$ cat src/rtl/uart_tx_arbiter.sv
// uart_tx_arbiter
// Shares the single UART TX FIFO write port between two byte requesters:
// port 0 is the monitor command/response path, port 1 the CPU console.
// Ownership is held for a whole packet so a requester's bytes reach the FIFO
// contiguously. Owners alternate between packets, and a burst cap releases
// an owner after MAX_BURST bytes so that one port cannot starve the other.
//
// Parameters:
//   MAX_BURST    bytes per grant before forced release (0 = unlimited)
//   TIMEOUT_CYC  idle-owner cycles before forced release (timeout build only)
// Ports:
//   clk, rst_n               clock, asynchronous active-low reset
//   reqN_valid/data/last     byte offered by requester N, last marks packet end
//   reqN_ready               requester N byte accepted this cycle
//   tx_fifo_full             TX FIFO cannot accept a byte this cycle
//   tx_wdata, tx_wten        FIFO write data and one-cycle write strobe
//   grant                    one-hot current owner, 2'b00 when idle
//   timeout_err              one-cycle pulse when an idle owner is evicted
// Build option:
//   UART_ARB_TIMEOUT_EN      when defined, an owner that offers no byte for
//                            TIMEOUT_CYC cycles loses the grant. Otherwise an
//                            owner keeps the grant indefinitely and
//                            timeout_err is tied low.
//
// state | meaning
// IDLE  | no owner; picks the next owner, no data moves
// OWN0  | port 0 owns the FIFO write port
// OWN1  | port 1 owns the FIFO write port

module uart_tx_arbiter #(
    parameter int MAX_BURST   = 64,
    parameter int TIMEOUT_CYC = 1024
) (
    input  logic       clk,
    input  logic       rst_n,
    input  logic       req0_valid,
    input  logic [7:0] req0_data,
    input  logic       req0_last,
    output logic       req0_ready,
    input  logic       req1_valid,
    input  logic [7:0] req1_data,
    input  logic       req1_last,
    output logic       req1_ready,
    input  logic       tx_fifo_full,
    output logic [7:0] tx_wdata,
    output logic       tx_wten,
    output logic [1:0] grant,
    output logic       timeout_err
);

    localparam int BW = ($clog2(MAX_BURST + 1) > 8) ? $clog2(MAX_BURST + 1) : 8;
    localparam logic [BW-1:0] BURST_LAST = (MAX_BURST == 0) ? '0 : BW'(MAX_BURST - 1);

    typedef enum logic [1:0] {
        IDLE = 2'b00,
        OWN0 = 2'b01,
        OWN1 = 2'b10
    } state_t;

    state_t          state;
    state_t          state_nxt;
    logic            rr_ptr;
    logic            rr_armed;
    logic [BW-1:0]   burst_cnt;
    logic            own_valid;
    logic            own_last;
    logic [7:0]      own_data;
    logic            xfer;
    logic            burst_hit;
    logic            timeout_hit;
    logic            release_now;

    // Owner mux; in IDLE everything reads as zero so no byte can move.
    always_comb begin
        own_valid = 1'b0;
        own_data  = 8'h00;
        own_last  = 1'b0;
        case (state)
            OWN0: begin
                own_valid = req0_valid;
                own_data  = req0_data;
                own_last  = req0_last;
            end
            OWN1: begin
                own_valid = req1_valid;
                own_data  = req1_data;
                own_last  = req1_last;
            end
            default: ;
        endcase
    end

    assign xfer        = own_valid && !tx_fifo_full;
    assign burst_hit   = (MAX_BURST != 0) && (burst_cnt == BURST_LAST);
    assign release_now = (xfer && (own_last || burst_hit)) || timeout_hit;

    // rr_armed stays low until the first release so port 0 wins the first
    // contest after reset; afterwards the port not served last wins.
    always_comb begin
        state_nxt = state;
        case (state)
            IDLE: begin
                if (req0_valid && req1_valid) begin
                    state_nxt = (rr_armed && !rr_ptr) ? OWN1 : OWN0;
                end else if (req0_valid) begin
                    state_nxt = OWN0;
                end else if (req1_valid) begin
                    state_nxt = OWN1;
                end
            end
            default: begin
                if (release_now) begin
                    state_nxt = IDLE;
                end
            end
        endcase
    end

    always_ff @(posedge clk or negedge rst_n) begin
        if (!rst_n) begin
            state <= IDLE;
        end else begin
            state <= state_nxt;
        end
    end

    // Burst counter saturates rather than wrapping when MAX_BURST is 0.
    always_ff @(posedge clk or negedge rst_n) begin
        if (!rst_n) begin
            rr_ptr    <= 1'b0;
            rr_armed  <= 1'b0;
            burst_cnt <= '0;
        end else if (release_now) begin
            rr_ptr    <= (state == OWN1);
            rr_armed  <= 1'b1;
            burst_cnt <= '0;
        end else if (xfer && (burst_cnt != '1)) begin
            burst_cnt <= burst_cnt + 1'b1;
        end
    end

    assign req0_ready = xfer && (state == OWN0);
    assign req1_ready = xfer && (state == OWN1);
    assign tx_wten    = xfer;
    assign tx_wdata   = own_data;
    assign grant      = {state == OWN1, state == OWN0};

`ifdef UART_ARB_TIMEOUT_EN
    localparam logic [15:0] IDLE_LOAD = 16'(TIMEOUT_CYC - 1);

    logic [15:0] idle_left;
    logic        owner_idle;

    // Only cycles with no byte offered count; a full FIFO stall holds the
    // counter because the owner is not at fault.
    assign owner_idle  = (state != IDLE) && !own_valid;
    assign timeout_hit = owner_idle && (idle_left == 16'h0000);
    assign timeout_err = timeout_hit;

    always_ff @(posedge clk or negedge rst_n) begin
        if (!rst_n) begin
            idle_left <= IDLE_LOAD;
        end else if ((state == IDLE) || xfer || release_now) begin
            idle_left <= IDLE_LOAD;
        end else if (owner_idle) begin
            idle_left <= idle_left - 1'b1;
        end
    end
`else
    // TIMEOUT_CYC has no effect without the timeout feature.
    logic timeout_cfg_unused;
    assign timeout_cfg_unused = ^TIMEOUT_CYC;
    assign timeout_hit        = 1'b0;
    assign timeout_err        = 1'b0;
`endif

endmodule

$ cat config.mk
export PLATFORM = sky130hd
export DESIGN_NAME = uart_tx_arbiter
export DESIGN_NICKNAME = d
export VERILOG_FILES = /design/src/rtl/uart_tx_arbiter.sv
export SDC_FILE = /design/constraint.sdc
export NUM_CORES = 1
export LEC_CHECK = 0
export ABC_AREA = 1
export CELL_PAD_IN_SITES_DETAIL_PLACEMENT = 0
export CELL_PAD_IN_SITES_GLOBAL_PLACEMENT = 1
export CORE_MARGIN = 2
export CORE_UTILIZATION = 32
export CTS_BUF_LIST = sky130_fd_sc_hd__clkbuf_8
export DETAILED_ROUTE_END_ITERATION = 12
export PLACE_DENSITY_LB_ADDON = 0.1
export SLEW_MARGIN = 40
export SYNTH_ARGS = -nofsm -noshare
export SYNTH_HDL_FRONTEND = slang
export SYNTH_SLANG_ARGS = --single-unit
$ cat constraint.sdc
create_clock -name clk -period 3.35 [get_ports clk]
set_input_delay 0.67 -clock clk [delete_from_list [all_inputs] [get_ports clk]]
set_output_delay 0.67 -clock clk [all_outputs]
set_load 0.005 [all_outputs]
==> reports/qor.yml, run 1 <==
outcome:
  status: "complete, no violations"
final_layout:
  multi_input_area_um2: 513
  ff_latch_area_um2: 300
  diodes: 0
  final_nets: 197
  drive_gt1_frac: 0.0947
  final_cell_count_no_fill: 200
  final.fill_count: 290
  final_util: 0.484
  area_delta_synth_final_pct: 45.0
yosys:
  syn_nets: 161
  synthArstFlopShare: 1.00
  yosys-top-cells-count: "46 x nand2_1, 15 x inv_1, 12 x dfrtp_1, 12 x nand3_1, 9 x nor2_1"
  yosys_register_bits: 12
  yosysSeqAreaShare: 0.329
  synth_top_area_share: 0.329
  synthDistinctLibCells: 22
  syn_inst: 134
  syn_area_per_cell_um2: 6.81
  syn_area_um2: 912
  synth_edf_count: 0
  ys.flop_type: "dfrtp_1"
  synth_area_leader_cell: "dfrtp_1"
  synth.area.top_cells: "dfrtp_1 33%, nand2_1 19%, nand3_1 6.6%"
  yosysMostFrequentCell: "nand2_1"
  synth_warnings: 0
grt:
  antenna_found_initial: 0
  gr-total-overflow: 0
  grt_max_degree: 18
  globalRouteMet1Util: 0.196
  busiest_layer: "met2"
  grt_util_all_layers: 0.157
  grt_use_met2: 0.266
  first_global_vias: 932
  use_met3: 0.0363
  grt_pass1_wl_mm: 4.11
clocking:
  cts.sinks: 12
  cts_tree: "yes"
  clk_latency_ps: 240
  cts-root-buf: "clkbuf_8"
  hold_buffers: 0
  htreeDepth: 1
  postCtsSetupRepairBufs: 0
  clk_pin_slew_ps: 50
  ctsResizeCount: 0
  cts-buffers-inserted: 3
  cts_buffer_depth: 2
floorplan:
  start_util: 0.334
  fp.dieArea_um2: 3290
  fp-row-count: 19
  ios: 37
  dieHeight_um: 57.4
  die_w_um: 57.4
  core-area_um2: 2730
detailed_routing:
  routedWlPerCell_um: 11.8
  ant_nets: 0
  via_per_inst: 4.77
  drc: 0
  vias: 953
  drtPass1Iterations: 4
  routed_wl_mm: 2.36
  first_iter_violations: 25
critical_path:
  slowest_stage: "clkdlybuf4s50_1"
  cp-end-kind: "output pin"
  worst_setup_path_start_kind: "primary input"
  critPathRequiredTime_ps: 2680
  r2r_cells: 11
  slowest_delay_ps: 520
  cp.arrival_ps: 2090
  worstPathMaxFanout: 4
  reg2reg_slack_ps: 1580
  r2r_end: "state[1]$_DFFE_PN0P_"
  worstPathCellList: "clkdlybuf4s50_1 > nand2_1 > nand2_1 > nand3_2 > nor2_1 > clkdlybuf4s50_1"
  criticalPathCategory: "in2out"
  r2r_start: "state[1]$_DFFE_PN0P_"
placement:
  dp_cells: 196
  io_buffer_count: 35
  place_ws_ps: 599
  dpl.hpwl_mm: 1.86
  routabilityCongestion: 0.783
hold_path:
  min_path_type: "reg2reg"
  min_from: "rr_armed$_DFFE_PN0N_"
  worstHoldPathCells: 2
  min_to: "rr_armed$_DFFE_PN0N_"
timing:
  final.period_utilization: 0.823
  tightest_slew_ps: 561
  rsz0062_at_grt: "false"
  maxSlewViolCount: 0
  min_period_ps: 2760
  finalClockSkew_ps: 2.99
  setup_ws_ps: 594
  setup_tns_ps: 0
  max-slew-margin-rel: 0.625
  hold_viol_final: 0
  timing.fmax_mhz: 363
  setup_viol: 0
power_and_ir_drop:
  p_per_area_nw_per_um2: 655
  vdd_ir_drop_max_mv: 0.343
  leakage_nw: 0.633
job:
  drv_cap: 0
## registers in the layout, summed over array words and instances (netlist names)
name and count:
burst_cnt 8, rr_armed 1, rr_ptr 1, state 2
## cell families (layout without fill, tap and decap cells)
logic type,after synthesis,after routing,share of synthesized area
and+or+nand+nor,79,79,0.394
buffers and inverters,21,56,0.108
AOI/OAI and AO/OA,14,14,0.0809
DFF,12,12,0.329
adders and majority gates,4,4,0.0549
xor gates and xnor gates,3,3,0.0288
other,1,1,0.00411
## layout by cell type (no fill, tap or decap), types with 2 or more instances in the layout
cell type and instances:
nand3_1 12, nand2_4 2, clkdlybuf4s50_1 35, ha_1 4, nand2_2 3, dfrtp_1 12, clkbuf_8 4, o21ai_1 3
xor2_1 3, nand2_1 46, o21ai_0 2, nand3_2 2, nand4_1 3, inv_1 15, nor2_1 9, a21oi_1 8
## worst max-delay path by stage
| stage | slack (ps) | end | startpoint | cells past startpoint |
|---|---|---|---|---|
| 2_1_floorplan | 1680 | tx_wdata[1] | state[0]$_DFFE_PN0P_ | 5 |
| 3_3_place_gp | 600 | tx_wten | req0_valid | 6 |
| 3_5_place_dp | 600 | req1_ready | req0_valid | 6 |
| 4_1_cts | 590 | req1_ready | req0_valid | 6 |
| 5_1_grt | 510 | req1_ready | state[1]$_DFFE_PN0P_ | 7 |
| 6_report | 590 | req1_ready | req0_valid | 6 |
## per-layer routing
layer | up-vias | share of wire
met5 | - | 0
met4 | 0 | 0.013
met3 | 4 | 0.080
met2 | 42 | 0.44
met1 | 418 | 0.47
li1 | 489 | -
## critical path: cells and delay by family
kind,cells,cell delay (ps)
AND/OR/NAND/NOR,4,390
buffers and inverters,2,1030
## stage by stage
step                      total power, mW  cell area [µm²]  hold slack (ps)
final                               0.866             1320              447
after global placement              0.714             1270              440
after global routing                0.951             1320              484
after CTS                           0.884             1320              453
after floorplan                     0.526              912              374
after detailed placement            0.718             1270              439
## where the power goes
| part | switching (mW) | internal (mW) |
|---|---|---|
| Sequential | 0.0403 | 0.193 |
| Combinational | 0.246 | 0.228 |
| Clock | 0.0549 | 0.104 |
## cell type report
cell class | instances | share of cell area
Multi-Input combinational cell | 101 | 0.388
Clock buffer | 4 | 0.0416
Timing Repair Buffer | 35 | 0.265
Tap cell | 31 | 0.0293
Sequential cell | 12 | 0.227
Inverter | 17 | 0.0492
(Power assumes the default switching activity.)
==> inputs of run 2 (changes only) <==
Settings changed: CORE_UTILIZATION 32 to 30.
Clock period 3.35 ns to 2.75 ns, I/O delays scaled along.
==> run 2 against run 1 <==
Global-route usage fell by 2.1 points. Critical path type unchanged. Critical endpoint is now tx_wten. Wire length fell by 5.5%. Highest routed layer unchanged. Critical path depth did not move. Cell area rose by 1.3%. Clock skew barely moved.
==> reports/qor.yml, run 2 (synthesis gave the netlist of run 1 again) <==
grt:
  gr-total-overflow: 0  # unchanged
  antenna_found_initial: 0  # unchanged
  grt_max_degree: 18  # unchanged
  grt_pass1_wl_mm: 3.57  # -13%
  grt_util_all_layers: 0.136  # -0.0207
  first_global_vias: 829  # -11%
placement:
  io_buffer_count: 35  # unchanged
  routabilityCongestion: 0.773  # -1.2%
  dpl.hpwl_mm: 1.80  # -3.5%
final_layout:
  top_register: "burst_cnt"
  largestRegisters: "burst_cnt x8, state x2"
  area_delta_synth_final_pct: 46.9
  final_common_cell: "nand2_1"
  layout_common_cells: "46 x nand2_1, 35 x clkdlybuf4s50_1, 15 x inv_1"
  final_nets: 199  # +1.0%
  diodes: 0  # unchanged
  final.fill_count: 323  # +11%
  largest_reg_flops: 8  # unchanged
  drive_gt1_frac: 0.105  # +0.0106
detailed_routing:
  routed_wl_mm: 2.23  # -5.5%
  wl_met3_um: 128  # -32%
  via_per_inst: 4.57  # -4.0%
  routedWlPerCell_um: 10.9  # -7.3%
  met2_length_mm: 1.01  # -2.2%
  highest_layer: "met4"
  ant_nets: 0  # unchanged
  first_iter_violations: 30  # +20%
  drc: 0  # unchanged
  vias: 933  # -2.1%
  drtPass1Iterations: 4  # unchanged
  wl_met1_mm: 1.07  # -2.9%
timing:
  max-slew-margin-rel: 0.626  # +0.00193
  hold_ws_ps: 453  # +5.87 ps
  min_period_ps: 2490
  setup_tns_ps: 0  # unchanged
  hold_viol_final: 0  # unchanged
  finalClockSkew_ps: 3.07  # +0.0800 ps
  timing.fmax_mhz: 401
  maxSlewViolCount: 0  # unchanged
  tightest_slew_ps: 559  # -2.89 ps
  rsz0062_at_grt: "false"
  setup_viol: 0  # unchanged
  final.period_utilization: 0.906
power_and_ir_drop:
  p_clk_frac: 0.177  # -0.006
  leakage_nw: 0.644  # +1.6%
  p_per_area_nw_per_um2: 802  # +23%
  vdd_ir_drop_max_mv: 0.349  # +1.8%
  power.internal_mw: 0.655  # +25%
  p_sw_mw: 0.420  # +23%
  pwr-share-comb: 0.558  # +0.011
  seqPwrFrac: 0.264  # -0.005
  power_switching_share: 0.391  # -0.00323
clocking:
  hold_buffers: 0  # unchanged
  cts_buffer_depth: 2  # unchanged
  cts-root-buf: "clkbuf_8"
  ctsResizeCount: 0  # unchanged
  htreeDepth: 1  # unchanged
  cts_tree: "yes"
  clk_latency_ps: 240  # about the same
  cts-buffers-inserted: 3  # unchanged
  postCtsSetupRepairBufs: 0  # unchanged
  cts.sinks: 12  # unchanged
  clk_pin_slew_ps: 50  # about the same
floorplan:
  fp.dieArea_um2: 3500  # +6.2%
  die_w_um: 59.1  # +3.0%
  dieHeight_um: 59.1  # +3.0%
  start_util: 0.306  # -0.0273
  core-area_um2: 2980  # +8.9%
  ios: 37  # unchanged
  fp-row-count: 20  # +1
critical_path:
  cp-end-kind: "output pin"
  criticalPathCategory: "in2out"
  cp.arrival_ps: 1940  # -150 ps
  critPathRequiredTime_ps: 2200  # -480 ps
  worstPathMaxFanout: 4  # unchanged
  worst_setup_path_start_kind: "primary input"
hold_path:
  min_path_type: "reg2reg"
outcome:
  status: "complete, no violations"
job:
  drv_cap: 0  # unchanged
-- run 2: changes by cell type in the layout (fill, tap and decap cells not counted), sizes merged --
cell,previous run,this run
buf,0,2
-- run 2: cell type report --
cell class	instances	area [µm²]	area share
well taps	33	41.3	0.0308
inverters	17	65.1	0.0486
clock buffers	4	55.1	0.0411
multi-input cells	101	513	0.383
flip-flops and latches	12	300	0.224
repair buffers	37	365	0.273
-- run 2: worst paths after layout --
| path | end | from | slack (ps) | cells past startpoint |
|---|---|---|---|---|
| max | tx_wten | req0_valid | 260 | 6 |
| min | rr_armed$_DFFE_PN0N_ | rr_armed$_DFFE_PN0N_ | 450 | 2 |
| max reg2reg | state[0]$_DFFE_PN0P_ | state[0]$_DFFE_PN0P_ | 1100 | 11 |
| min reg2reg | rr_armed$_DFFE_PN0N_ | rr_armed$_DFFE_PN0N_ | 450 | 2 |
| max in group asynchronous | rr_ptr$_DFFE_PN0N_ | rst_n | 1710 | 1 |
| min in group asynchronous | burst_cnt[7]$_DFFE_PN0P_ | rst_n | 670 | 1 |
-- run 2: power by group through the flow --
stage          clock network, mW  logic (mW)  registers [mW]
3_3_place_gp                   0       0.604           0.285
4_1_cts                    0.196       0.609           0.284
2_1_floorplan                  0       0.365           0.276
5_1_grt                    0.207       0.668           0.292
3_5_place_dp                   0       0.607           0.285
6_report                   0.191       0.600           0.284
-- run 2: layer usage --
metal / vias up / track usage
li1: 489 / -
met1: 406 / 0.170
met2: 36 / 0.227
met3: 2 / 0.0349
met4: 0 / 0.0487
met5: - / 0
-- run 2: critical path, stage by stage --
cell             delay [ps]
clkdlybuf4s50_1         520
nand2_1                  70
nand2_1                  80
nand3_2                  90
clkinv_2                110
clkdlybuf4s50_1         510
-- run 2: through the flow --
step | utilization | cell area [µm²] | power (mW) | instances | setup slack, ps
after floorplan | - | 912 | 0.641 | 134 | 1200
after global placement | 0.432 | 1280 | 0.889 | 200 | 255
after detailed placement | 0.432 | 1280 | 0.892 | 200 | 243
after CTS | 0.450 | 1340 | 1.09 | 204 | 238
after global routing | 0.450 | 1340 | 1.17 | 204 | 160
final | 0.450 | 1340 | 1.07 | 204 | 259
==> inputs of run 3 (changes only) <==
Settings changed: CORE_MARGIN 2 to unset, GPL_ROUTABILITY_DRIVEN set to 0.
Clock period 2.75 ns to 2.65 ns, I/O delays scaled along.
==> run 3 against run 2 <==
The run now ends with DRC left. Utilization increased by 2.3 points. Sequential share of layout area about the same. Clock skew increased by 0.85 ps. Global-route usage increased by 1.6 points. Sequential cell count unchanged. Hold slack got worse by 1.2 ps. Cell area decreased by 0.19%. Wire length increased by 2.0%.
==> reports/qor.yml, run 3 (synthesis gave the netlist of run 1 again) <==
outcome:
  status: "finished, violations left"
  violations: "DRC"
timing:
  tightest_slew_ps: 550  # -8.79 ps
  min_period_ps: 2470
  finalClockSkew_ps: 3.92  # +0.850 ps
  max-slew-margin-rel: 0.632  # +0.00588
  hold_viol_final: 0  # unchanged
  maxSlewViolCount: 0  # unchanged
  setup_tns_ps: 0  # unchanged
  timing.fmax_mhz: 404
  rsz0062_at_grt: "false"
  setup_viol: 0  # unchanged
  final.period_utilization: 0.933
critical_path:
  worstPathCellList: "inv_1 > ha_1 > buf_4 > nand2_1 > a21oi_1 > clkdlybuf4s50_1"
  endpoint: "tx_wdata[7]"
  cp-end-kind: "output pin"
  r2r_cells: 11  # unchanged
  path_depth: 6  # unchanged
  slowest_stage: "clkdlybuf4s50_1"
  r2r_end: "state[1]$_DFFE_PN0P_"
  worst_setup_path_start_kind: "flip-flop"
  criticalPathCategory: "reg2out"
  r2r_start: "state[0]$_DFFE_PN0P_"
  worstPathMaxFanout: 7  # +3
  slowest_delay_ps: 520  # about the same
  crit_buf_inv: 3  # unchanged
  cp.arrival_ps: 1940  # about the same
  critical_path.startpoint: "state[0]$_DFFE_PN0P_"
  critPathRequiredTime_ps: 2120  # -80 ps
  reg2reg_slack_ps: 980  # -120 ps
  cp_top_family: "buffers and inverters"
grt:
  grt_util_all_layers: 0.152  # +0.0157
  grt_max_degree: 18  # unchanged
  grt_pass1_wl_mm: 3.83  # +7.1%
  antenna_found_initial: 0  # unchanged
  gr-total-overflow: 0  # unchanged
  first_global_vias: 878  # +5.9%
floorplan:
  ios: 37  # unchanged
  dieHeight_um: 57.1  # -3.4%
  die_w_um: 57.1  # -3.4%
  start_util: 0.322  # +0.0161
  fp.dieArea_um2: 3260  # -6.6%
  fp-row-count: 19  # -5.0%
  core-area_um2: 2830  # -5.0%
detailed_routing:
  drtPass1Iterations: 8  # +4
  ant_nets: 0  # unchanged
  first_iter_violations: 46  # +53%
  vias: 931  # -0.21%
  routed_wl_mm: 2.27  # +2.0%
  routedWlPerCell_um: 11.2  # +3.0%
  via_per_inst: 4.61  # +0.77%
  drc: 13  # +13
clocking:
  cts-root-buf: "clkbuf_8"
  ctsResizeCount: 0  # unchanged
  cts_tree: "yes"
  cts_buffer_depth: 2  # unchanged
  cts-buffers-inserted: 3  # unchanged
  clk_latency_ps: 250  # about the same
  htreeDepth: 1  # unchanged
  cts.sinks: 12  # unchanged
  postCtsSetupRepairBufs: 0  # unchanged
  clk_pin_slew_ps: 50  # about the same
  hold_buffers: 0  # unchanged
final_layout:
  largestRegisters: "burst_cnt x8, state x2"
  drive_gt1_frac: 0.105  # unchanged
  final_common_cell: "nand2_1"
  top_register: "burst_cnt"
  final_nets: 199  # unchanged
  diodes: 0  # unchanged
  largest_reg_flops: 8  # unchanged
  area_delta_synth_final_pct: 46.6
  layout_common_cells: "46 x nand2_1, 35 x clkdlybuf4s50_1, 15 x inv_1"
power_and_ir_drop:
  p_per_area_nw_per_um2: 834  # +4.0%
  vdd_ir_drop_max_mv: 0.388  # +11%
  p_total_mw: 1.12  # +3.8%
  leakage_nw: 0.644  # unchanged
hold_path:
  min_path_type: "reg2reg"
  min_from: "rr_armed$_DFFE_PN0N_"
job:
  drv_cap: 0  # unchanged
placement:
  io_buffer_count: 35  # unchanged
  dpl.hpwl_mm: 1.80  # -0.14%
-- run 3: cell counts in the layout (fill, tap and decap cells not counted) --
Identical to the previous run, type by type.
-- run 3: worst min path at each step --
stage                                           to  slack (ps)  cells past startpoint
after global routing          rr_armed$_DFFE_PN0N_         490                      2
after global placement        rr_armed$_DFFE_PN0N_         440                      2
after floorplan           burst_cnt[0]$_DFFE_PN0P_         230                      0
after detailed placement      rr_armed$_DFFE_PN0N_         440                      2
after CTS                     rr_armed$_DFFE_PN0N_         450                      2
final                         rr_armed$_DFFE_PN0N_         450                      2
-- run 3: routing by layer --
layer	routed length (µm)	track usage	up-vias
met3	168	0.0272	4
met2	991	0.261	27
met4	37	0.0732	0
li1	-	-	490
met1	1080	0.184	410
met5	0	0	-
-- run 3: report_power, final --
group	internal (mW)	switching (mW)	total, mW
clock network	0.132	0.0735	0.205
registers	0.244	0.0510	0.295
logic	0.303	0.313	0.616
total	0.678	0.438	1.12
-- run 3: tightest hold or removal path, delay by kind of cell, from the launching register on --
| family | cells | cell delay, ps |
|---|---|---|
| flip-flops | 1 | 310 |
| buffers and inverters | 1 | 50 |
| AND/OR/NAND/NOR | 1 | 50 |
-- run 3: area by class of cell --
| type | instances | area [µm²] |
|---|---|---|
| Clock buffer | 4 | 55.1 |
| Fill cell | 297 | 1490 |
| Inverter | 17 | 65.1 |
| Multi-Input combinational cell | 101 | 513 |
| Sequential cell | 12 | 300 |
| Tap cell | 31 | 38.8 |
| Timing Repair Buffer | 37 | 365 |
-- run 3: per-stage QoR --
stage	setup slack, ps	util	std cells	instance area (µm²)	hold slack [ps]
after global routing	40.3	0.473	202	1340	491
after floorplan	1120	-	134	912	234
final	177	0.473	202	1340	452
after global placement	210	0.453	198	1280	441
after detailed placement	199	0.453	198	1280	437
after CTS	165	0.473	202	1340	449
